$ cat src/rtl/motor_pkg.sv
// Shared types, constants and default parameters for the drive-motor
// ramp sequencer and its per-wheel channel block.
package motor_pkg;

    // Per-channel sequencing states.
    typedef enum logic [1:0] {
        RUN       = 2'd0,
        RAMP_DOWN = 2'd1,
        DEAD      = 2'd2
    } ch_state_e;

    // H-bridge direction levels.
    localparam logic DIR_FWD = 1'b1;
    localparam logic DIR_REV = 1'b0;

    // Default parameter values.
    localparam int DUTY_W_DEF      = 8;
    localparam int RAMP_DIV_DEF    = 16;
    localparam int RAMP_STEP_DEF   = 8;
    localparam int DEAD_CYCLES_DEF = 32;

    // True when a requested direction differs from the applied one.
    function automatic logic dir_flip(input logic cur_dir, input logic req_dir);
        return (cur_dir != req_dir);
    endfunction

endpackage

$ cat src/rtl/motor_channel_ramp.sv
// One wheel channel: holds target/applied duty, slews applied toward target
// on ramp ticks, sequences reversals through ramp-down and dead time, and
// compares the shared PWM counter against a period-aligned compare value.
module motor_channel_ramp
    import motor_pkg::*;
#(
    parameter int DUTY_W      = DUTY_W_DEF,
    parameter int RAMP_STEP   = RAMP_STEP_DEF,
    parameter int DEAD_CYCLES = DEAD_CYCLES_DEF
) (
    input  logic              clk,
    input  logic              reset,
    input  logic              tick,
    input  logic              period_end,
    input  logic [DUTY_W-1:0] counter,
    input  logic              stop,
    input  logic              accept,
    input  logic              cmd_dir,
    input  logic [DUTY_W-1:0] cmd_duty,
    output logic              pwm,
    output logic              dir,
    output logic              run,
    output logic              at_target
);

    localparam int                DEAD_W    = $clog2(DEAD_CYCLES + 1);
    localparam logic [DEAD_W-1:0] DEAD_LAST = DEAD_W'(DEAD_CYCLES - 1);
    localparam logic [DUTY_W-1:0] STEP_C    = DUTY_W'(RAMP_STEP);

    ch_state_e          state_r;
    logic               dir_r;
    logic [DUTY_W-1:0]  target_r;
    logic [DUTY_W-1:0]  applied_r;
    logic [DUTY_W-1:0]  cmp_r;
    logic               pend_dir_r;
    logic [DUTY_W-1:0]  pend_duty_r;
    logic [DEAD_W-1:0]  dead_cnt_r;

    logic               rev_accept_s;
    logic [DUTY_W-1:0]  goal_s;
    logic [DUTY_W-1:0]  diff_s;
    logic [DUTY_W-1:0]  delta_s;
    logic [DUTY_W-1:0]  ramped_s;
    logic               pwm_s;

    // Slew-limited next applied duty; a reversing accept ramps toward zero at once.
    always_comb begin
        rev_accept_s = (state_r == RUN) && accept && dir_flip(dir_r, cmd_dir);
        if (rev_accept_s) begin
            goal_s = '0;
        end else begin
            goal_s = target_r;
        end
        if (goal_s >= applied_r) begin
            diff_s = goal_s - applied_r;
        end else begin
            diff_s = applied_r - goal_s;
        end
        if (32'(diff_s) > 32'(RAMP_STEP)) begin
            delta_s = STEP_C;
        end else begin
            delta_s = diff_s;
        end
        if (!tick) begin
            ramped_s = applied_r;
        end else if (goal_s >= applied_r) begin
            ramped_s = applied_r + delta_s;
        end else begin
            ramped_s = applied_r - delta_s;
        end
    end

    // PWM compare; held low during emergency stop and dead time.
    always_comb begin
        if (stop || (state_r == DEAD)) begin
            pwm_s = 1'b0;
        end else begin
            pwm_s = (counter < cmp_r);
        end
    end

    // Channel sequencing: retarget, reversal ramp-down, dead time, stop clear.
    always_ff @(posedge clk) begin
        if (!reset) begin
            state_r     <= RUN;
            dir_r       <= DIR_FWD;
            target_r    <= '0;
            applied_r   <= '0;
            cmp_r       <= '0;
            pend_dir_r  <= DIR_REV;
            pend_duty_r <= '0;
            dead_cnt_r  <= '0;
        end else if (stop) begin
            state_r     <= RUN;
            target_r    <= '0;
            applied_r   <= '0;
            cmp_r       <= '0;
            pend_dir_r  <= DIR_REV;
            pend_duty_r <= '0;
            dead_cnt_r  <= '0;
        end else begin
            applied_r <= ramped_s;
            if (period_end) begin
                cmp_r <= applied_r;
            end
            case (state_r)
                RUN: begin
                    if (rev_accept_s) begin
                        pend_dir_r  <= cmd_dir;
                        pend_duty_r <= cmd_duty;
                        target_r    <= '0;
                        dead_cnt_r  <= '0;
                        if ((applied_r == '0) && (cmp_r == '0)) begin
                            state_r <= DEAD;
                        end else begin
                            state_r <= RAMP_DOWN;
                        end
                    end else if (accept) begin
                        target_r <= cmd_duty;
                    end
                end
                RAMP_DOWN: begin
                    // Wait for zero duty and a zero compare so the bridge is truly idle.
                    if ((applied_r == '0) && (cmp_r == '0)) begin
                        state_r    <= DEAD;
                        dead_cnt_r <= '0;
                    end
                end
                DEAD: begin
                    if (dead_cnt_r == DEAD_LAST) begin
                        dir_r      <= pend_dir_r;
                        target_r   <= pend_duty_r;
                        state_r    <= RUN;
                        dead_cnt_r <= '0;
                    end else begin
                        dead_cnt_r <= dead_cnt_r + DEAD_W'(1);
                    end
                end
                default: begin
                    state_r <= RUN;
                end
            endcase
        end
    end

    assign pwm       = pwm_s;
    assign dir       = dir_r;
    assign run       = (state_r == RUN);
    assign at_target = (applied_r == target_r);

endmodule

$ cat src/rtl/motor_ramp_sequencer.sv
// Two-wheel motor sequencer: shared PWM period counter, ramp tick divider,
// command handshake and settled flag around two channel instances.
module motor_ramp_sequencer
    import motor_pkg::*;
#(
    parameter int DUTY_W      = DUTY_W_DEF,
    parameter int RAMP_DIV    = RAMP_DIV_DEF,
    parameter int RAMP_STEP   = RAMP_STEP_DEF,
    parameter int DEAD_CYCLES = DEAD_CYCLES_DEF
) (
    input  logic              clk,
    input  logic              reset,
    input  logic              cmd_valid,
    output logic              cmd_ready,
    input  logic              cmd_dir_l,
    input  logic              cmd_dir_r,
    input  logic [DUTY_W-1:0] cmd_duty_l,
    input  logic [DUTY_W-1:0] cmd_duty_r,
    input  logic              stop_req,
    output logic              motorL_pwm,
    output logic              motorR_pwm,
    output logic              motorL_dir,
    output logic              motorR_dir,
    output logic              settled
);

    localparam int                TICK_W    = (RAMP_DIV > 1) ? $clog2(RAMP_DIV) : 1;
    localparam logic [TICK_W-1:0] TICK_LAST = TICK_W'(RAMP_DIV - 1);

    logic [DUTY_W-1:0] pwm_cnt_r;
    logic [TICK_W-1:0] tick_cnt_r;
    logic              settled_r;

    logic              tick_s;
    logic              period_end_s;
    logic              ready_s;
    logic              accept_s;
    logic              run_l_s;
    logic              run_r_s;
    logic              at_l_s;
    logic              at_r_s;

    // Free-running PWM period counter, wraps at the top of the range.
    always_ff @(posedge clk) begin
        if (!reset) begin
            pwm_cnt_r <= '0;
        end else begin
            pwm_cnt_r <= pwm_cnt_r + DUTY_W'(1);
        end
    end

    // Ramp tick divider, one tick per RAMP_DIV cycles.
    always_ff @(posedge clk) begin
        if (!reset) begin
            tick_cnt_r <= '0;
        end else if (tick_cnt_r == TICK_LAST) begin
            tick_cnt_r <= '0;
        end else begin
            tick_cnt_r <= tick_cnt_r + TICK_W'(1);
        end
    end

    // Strobes and handshake; stop always wins over a pending command.
    always_comb begin
        tick_s       = (tick_cnt_r == TICK_LAST);
        period_end_s = (pwm_cnt_r == '1);
        ready_s      = !stop_req && run_l_s && run_r_s;
        accept_s     = cmd_valid && ready_s;
    end

    // Settled flag: both channels running and at their targets.
    always_ff @(posedge clk) begin
        if (!reset) begin
            settled_r <= 1'b1;
        end else begin
            settled_r <= run_l_s && run_r_s && at_l_s && at_r_s;
        end
    end

    assign cmd_ready = ready_s;
    assign settled   = settled_r;

    motor_channel_ramp #(
        .DUTY_W      (DUTY_W),
        .RAMP_STEP   (RAMP_STEP),
        .DEAD_CYCLES (DEAD_CYCLES)
    ) u_ch_l (
        .clk        (clk),
        .reset      (reset),
        .tick       (tick_s),
        .period_end (period_end_s),
        .counter    (pwm_cnt_r),
        .stop       (stop_req),
        .accept     (accept_s),
        .cmd_dir    (cmd_dir_l),
        .cmd_duty   (cmd_duty_l),
        .pwm        (motorL_pwm),
        .dir        (motorL_dir),
        .run        (run_l_s),
        .at_target  (at_l_s)
    );

    motor_channel_ramp #(
        .DUTY_W      (DUTY_W),
        .RAMP_STEP   (RAMP_STEP),
        .DEAD_CYCLES (DEAD_CYCLES)
    ) u_ch_r (
        .clk        (clk),
        .reset      (reset),
        .tick       (tick_s),
        .period_end (period_end_s),
        .counter    (pwm_cnt_r),
        .stop       (stop_req),
        .accept     (accept_s),
        .cmd_dir    (cmd_dir_r),
        .cmd_duty   (cmd_duty_r),
        .pwm        (motorR_pwm),
        .dir        (motorR_dir),
        .run        (run_r_s),
        .at_target  (at_r_s)
    );

endmodule

$ cat config.mk
export PLATFORM = sky130hd
export DESIGN_NAME = motor_ramp_sequencer
export DESIGN_NICKNAME = d
export VERILOG_FILES = /design/src/rtl/motor_pkg.sv /design/src/rtl/motor_channel_ramp.sv /design/src/rtl/motor_ramp_sequencer.sv
export SDC_FILE = /design/constraint.sdc
export NUM_CORES = 1
export LEC_CHECK = 0
export CORE_AREA = 2 2 110 112
export DETAILED_ROUTE_END_ITERATION = 10
export DIE_AREA = 0 0 112 114
export PLACE_DENSITY = 0.87
export SLEW_MARGIN = 30
export SYNTH_ARGS = -nofsm -noshare
export SYNTH_HDL_FRONTEND = slang
export SYNTH_SLANG_ARGS = --single-unit
$ cat constraint.sdc
create_clock -name clk -period 9.2 [get_ports clk]
set_clock_uncertainty 0.2 [all_clocks]
set_input_delay 1.84 -clock clk [delete_from_list [all_inputs] [get_ports clk]]
set_output_delay 1.84 -clock clk [all_outputs]
set_load 0.01 [all_outputs]
==> flow_summary.toml <==
[sta]
period_needed_ns = 8.48
relSlewSlack_pct = 37.5
rsz0062_at_grt = "no"
hold_viol = 0
setup_tns_ns = 0
slew_viol_final = 0
fmax_mhz = 118
setup_ws_ns = 0.717
tightest_slew_ns = 0.936
setup_viol_count_final = 0
fin_crit_sh_pct = 92.2

[drt]
routed_via_density = 6.04
ant_nets = 0
totalWireLength_mm = 15.8
drt_iter0_drc = 367
vias = 6085
drc = 0
wire_per_inst_um = 15.7
dr.pass1.iters = 5

[floorplan]
die_area_um2 = 12800
num_rows = 40
chipHeight_um = 114
die_x_um = 112
pin_count = 28
core_um2 = 11700
start_util_pct = 57.9

[worst_setup_path]
path_buf_inv = 2
start_kind = "primary input"
crit_family = "compound AO/OA/AOI/OAI gates"
arrival_ns = 8.50
cp_slowest_cell = "clkdlybuf4s50_1"
cp.required_ns = 9.22
endpoint_kind = "flop"
ff2ff_setup_slack_ns = 1.74
cp_slowest_stage_delay_ns = 0.53
reg2reg_from = "u_ch_r.state_r[1]"
r2r_cells = 28
cpMostUsedCell = "a21oi_1"
critical_path_peak_fanout = 11
worstSetupPathType = "primary input to flop"
timing.rr.end = "u_ch_l.applied_r[7]"

[placed_design]
gp_congestion = 0.950
dp_hpwl_mm = 11.1
post-place-ws_ns = 0.499
place_inst = 991
placed_area_um2 = 7090
io_buffer_count = 27

[clocking]
clock_latency_ns = 0.35
postCtsHoldBufs = 0
clkTransAtPathRegs_ns = 0.07
post_cts_buffers = 0
cts_tree = "built"
ctsResizeCount = 0
root_buffer = "clkbuf_16"
cts_made_buffers = 9
cts.sinks = 97
h-tree-depth = 3
cts_buffer_depth = 2

[synth]
ys_types = 67
ys_warn_count = 0
async_reset_ff_share_pct = 0
synthesis.area_um2 = 6780
postSynthCellCount = 849
synth_edf_count = 0
synth-seq-area-share_pct = 28.6
synth-seq-cells = 97
syn_area_per_cell_um2 = 7.99
synth_flop_cell = "dfxtp_1"
syn_nets = 941

[grt]
grt_pass1_wl_mm = 26.2
grt_use_total_pct = 24.7
antenna_found_initial = 0
grt_max_degree = 56
grt_pass1_vias = 5535
grt-ovfl-total = 0

[final_layout]
nNetsFinal = 947
fin_area_um2 = 7420
fill_cells = 972
area_growth_pct = 9.33
final_cell_mix = "114 x nand2_1, 97 x dfxtp_1, 68 x a21oi_1, 68 x nor2_1, 64 x ha_1"
drive_above_1_share_pct = 4.77
final_common_cell = "nand2_1"
fin_cells = 1007
diodes = 0

[power]
p_leak_nw = 3.01
max-vdd-ir-drop_mv = 0.101
p_per_area_nw_per_um2 = 140
fin_total_pwr_mw = 1.04

[job]
drv_cap = 0

[worst_hold_path]
min_from = "u_ch_r.pend_duty_r[2]"
hold_end = "u_ch_r.pend_duty_r[2]"
whs_path_depth = 2
hold_path_class = "flop to flop"

[run_status]
status = "completed"
[kinds of logic after synthesis]
logic type / synth area share (%)
and+or+nand+nor: 21.7
AOI/OAI and AO/OA: 19.7
adders and majority gates: 13.6
muxes: 3.32
buffers and inverters: 6.05
DFF: 28.6
xor gates and xnor gates: 6.97
[cells in the mapped netlist, types with 11 or more instances]
cell type | number | area [um2]
and2_1 | 13 | 81.3
nor4_1 | 15 | 93.8
nand3_1 | 34 | 170
a311oi_1 | 18 | 158
o21ai_0 | 26 | 130
a21o_1 | 25 | 188
dfxtp_1 | 97 | 1940
nor2_1 | 68 | 255
clkbuf_1 | 24 | 90.1
a21oi_1 | 68 | 340
xnor2_1 | 18 | 158
nand2b_1 | 11 | 68.8
ha_1 | 64 | 801
nand2_1 | 114 | 428
mux2i_1 | 21 | 210
inv_1 | 59 | 221
nand4_1 | 12 | 75.1
xor2_1 | 36 | 315
[cell type report]
class / instances / area (um2) / share of cell area [%]
Clock buffer: 11 / 243 / 3.27
Clock inverter: 5 / 85.1 / 1.15
Inverter: 59 / 221 / 2.99
Multi-Input combinational cell: 656 / 4430 / 59.8
Sequential cell: 97 / 1940 / 26.2
Tap cell: 147 / 184 / 2.48
Timing Repair Buffer: 32 / 308 / 4.15
[tightest hold or removal path, delay by kind of cell (launching register included)]
family,cells,cell delay [ns]
AO/OA/AOI/OAI,1,0.05
flip-flops,1,0.31
AND/OR/NAND/NOR,1,0.05
[metrics by stage]
stage / hold slack, ns / util, %
6_report: 0.256 / 63.3
5_1_grt: 0.273 / 63.3
4_1_cts: 0.256 / 63.3
3_5_place_dp: 0.247 / 60.5
3_3_place_gp: 0.243 / 60.5
2_1_floorplan: 0.230 / -
[state kept, by name, summed over array words and instances, names as in the netlist]
register and cells:
pwm_cnt_r 8, settled 1, tick_cnt_r 4, u_ch_l.applied_r 8
u_ch_l.cmp_r 8, u_ch_l.dead_cnt_r 6, u_ch_l.dir 1, u_ch_l.pend_dir_r 1
u_ch_l.pend_duty_r 8, u_ch_l.state_r 2, u_ch_l.target_r 8, u_ch_r.applied_r 8
u_ch_r.cmp_r 8, u_ch_r.dead_cnt_r 6, u_ch_r.dir 1, u_ch_r.pend_dir_r 1
u_ch_r.pend_duty_r 8, u_ch_r.state_r 2, u_ch_r.target_r 8
[worst max-delay path by stage]
stage	start	cells after the start	slack (ns)	to
final	stop_req	28	0.72	u_ch_l.applied_r[7]
after global routing	stop_req	28	0.16	u_ch_l.applied_r[7]
after CTS	stop_req	28	0.81	u_ch_l.applied_r[7]
after detailed placement	stop_req	29	0.50	u_ch_l.applied_r[7]
after global placement	stop_req	29	0.71	u_ch_l.applied_r[7]
after floorplan	stop_req	31	1.57	u_ch_l.applied_r[7]
[where the power goes]
part	switching (mW)	leakage [nW]	internal (mW)
clock	0.167	0.157	0.248
combinational	0.111	2.07	0.0799
sequential	0.00699	0.785	0.427
total	0.285	3.01	0.754
[layer usage]
layer | vias up | global-route usage [%] | share of wire [%]
li1 | 2988 | - | -
met1 | 2861 | 31.3 | 44
met2 | 193 | 42.3 | 48
met3 | 43 | 3.61 | 5.5
met4 | 0 | 10.4 | 2.7
met5 | - | 0 | 0
(Power assumes the default switching activity.)
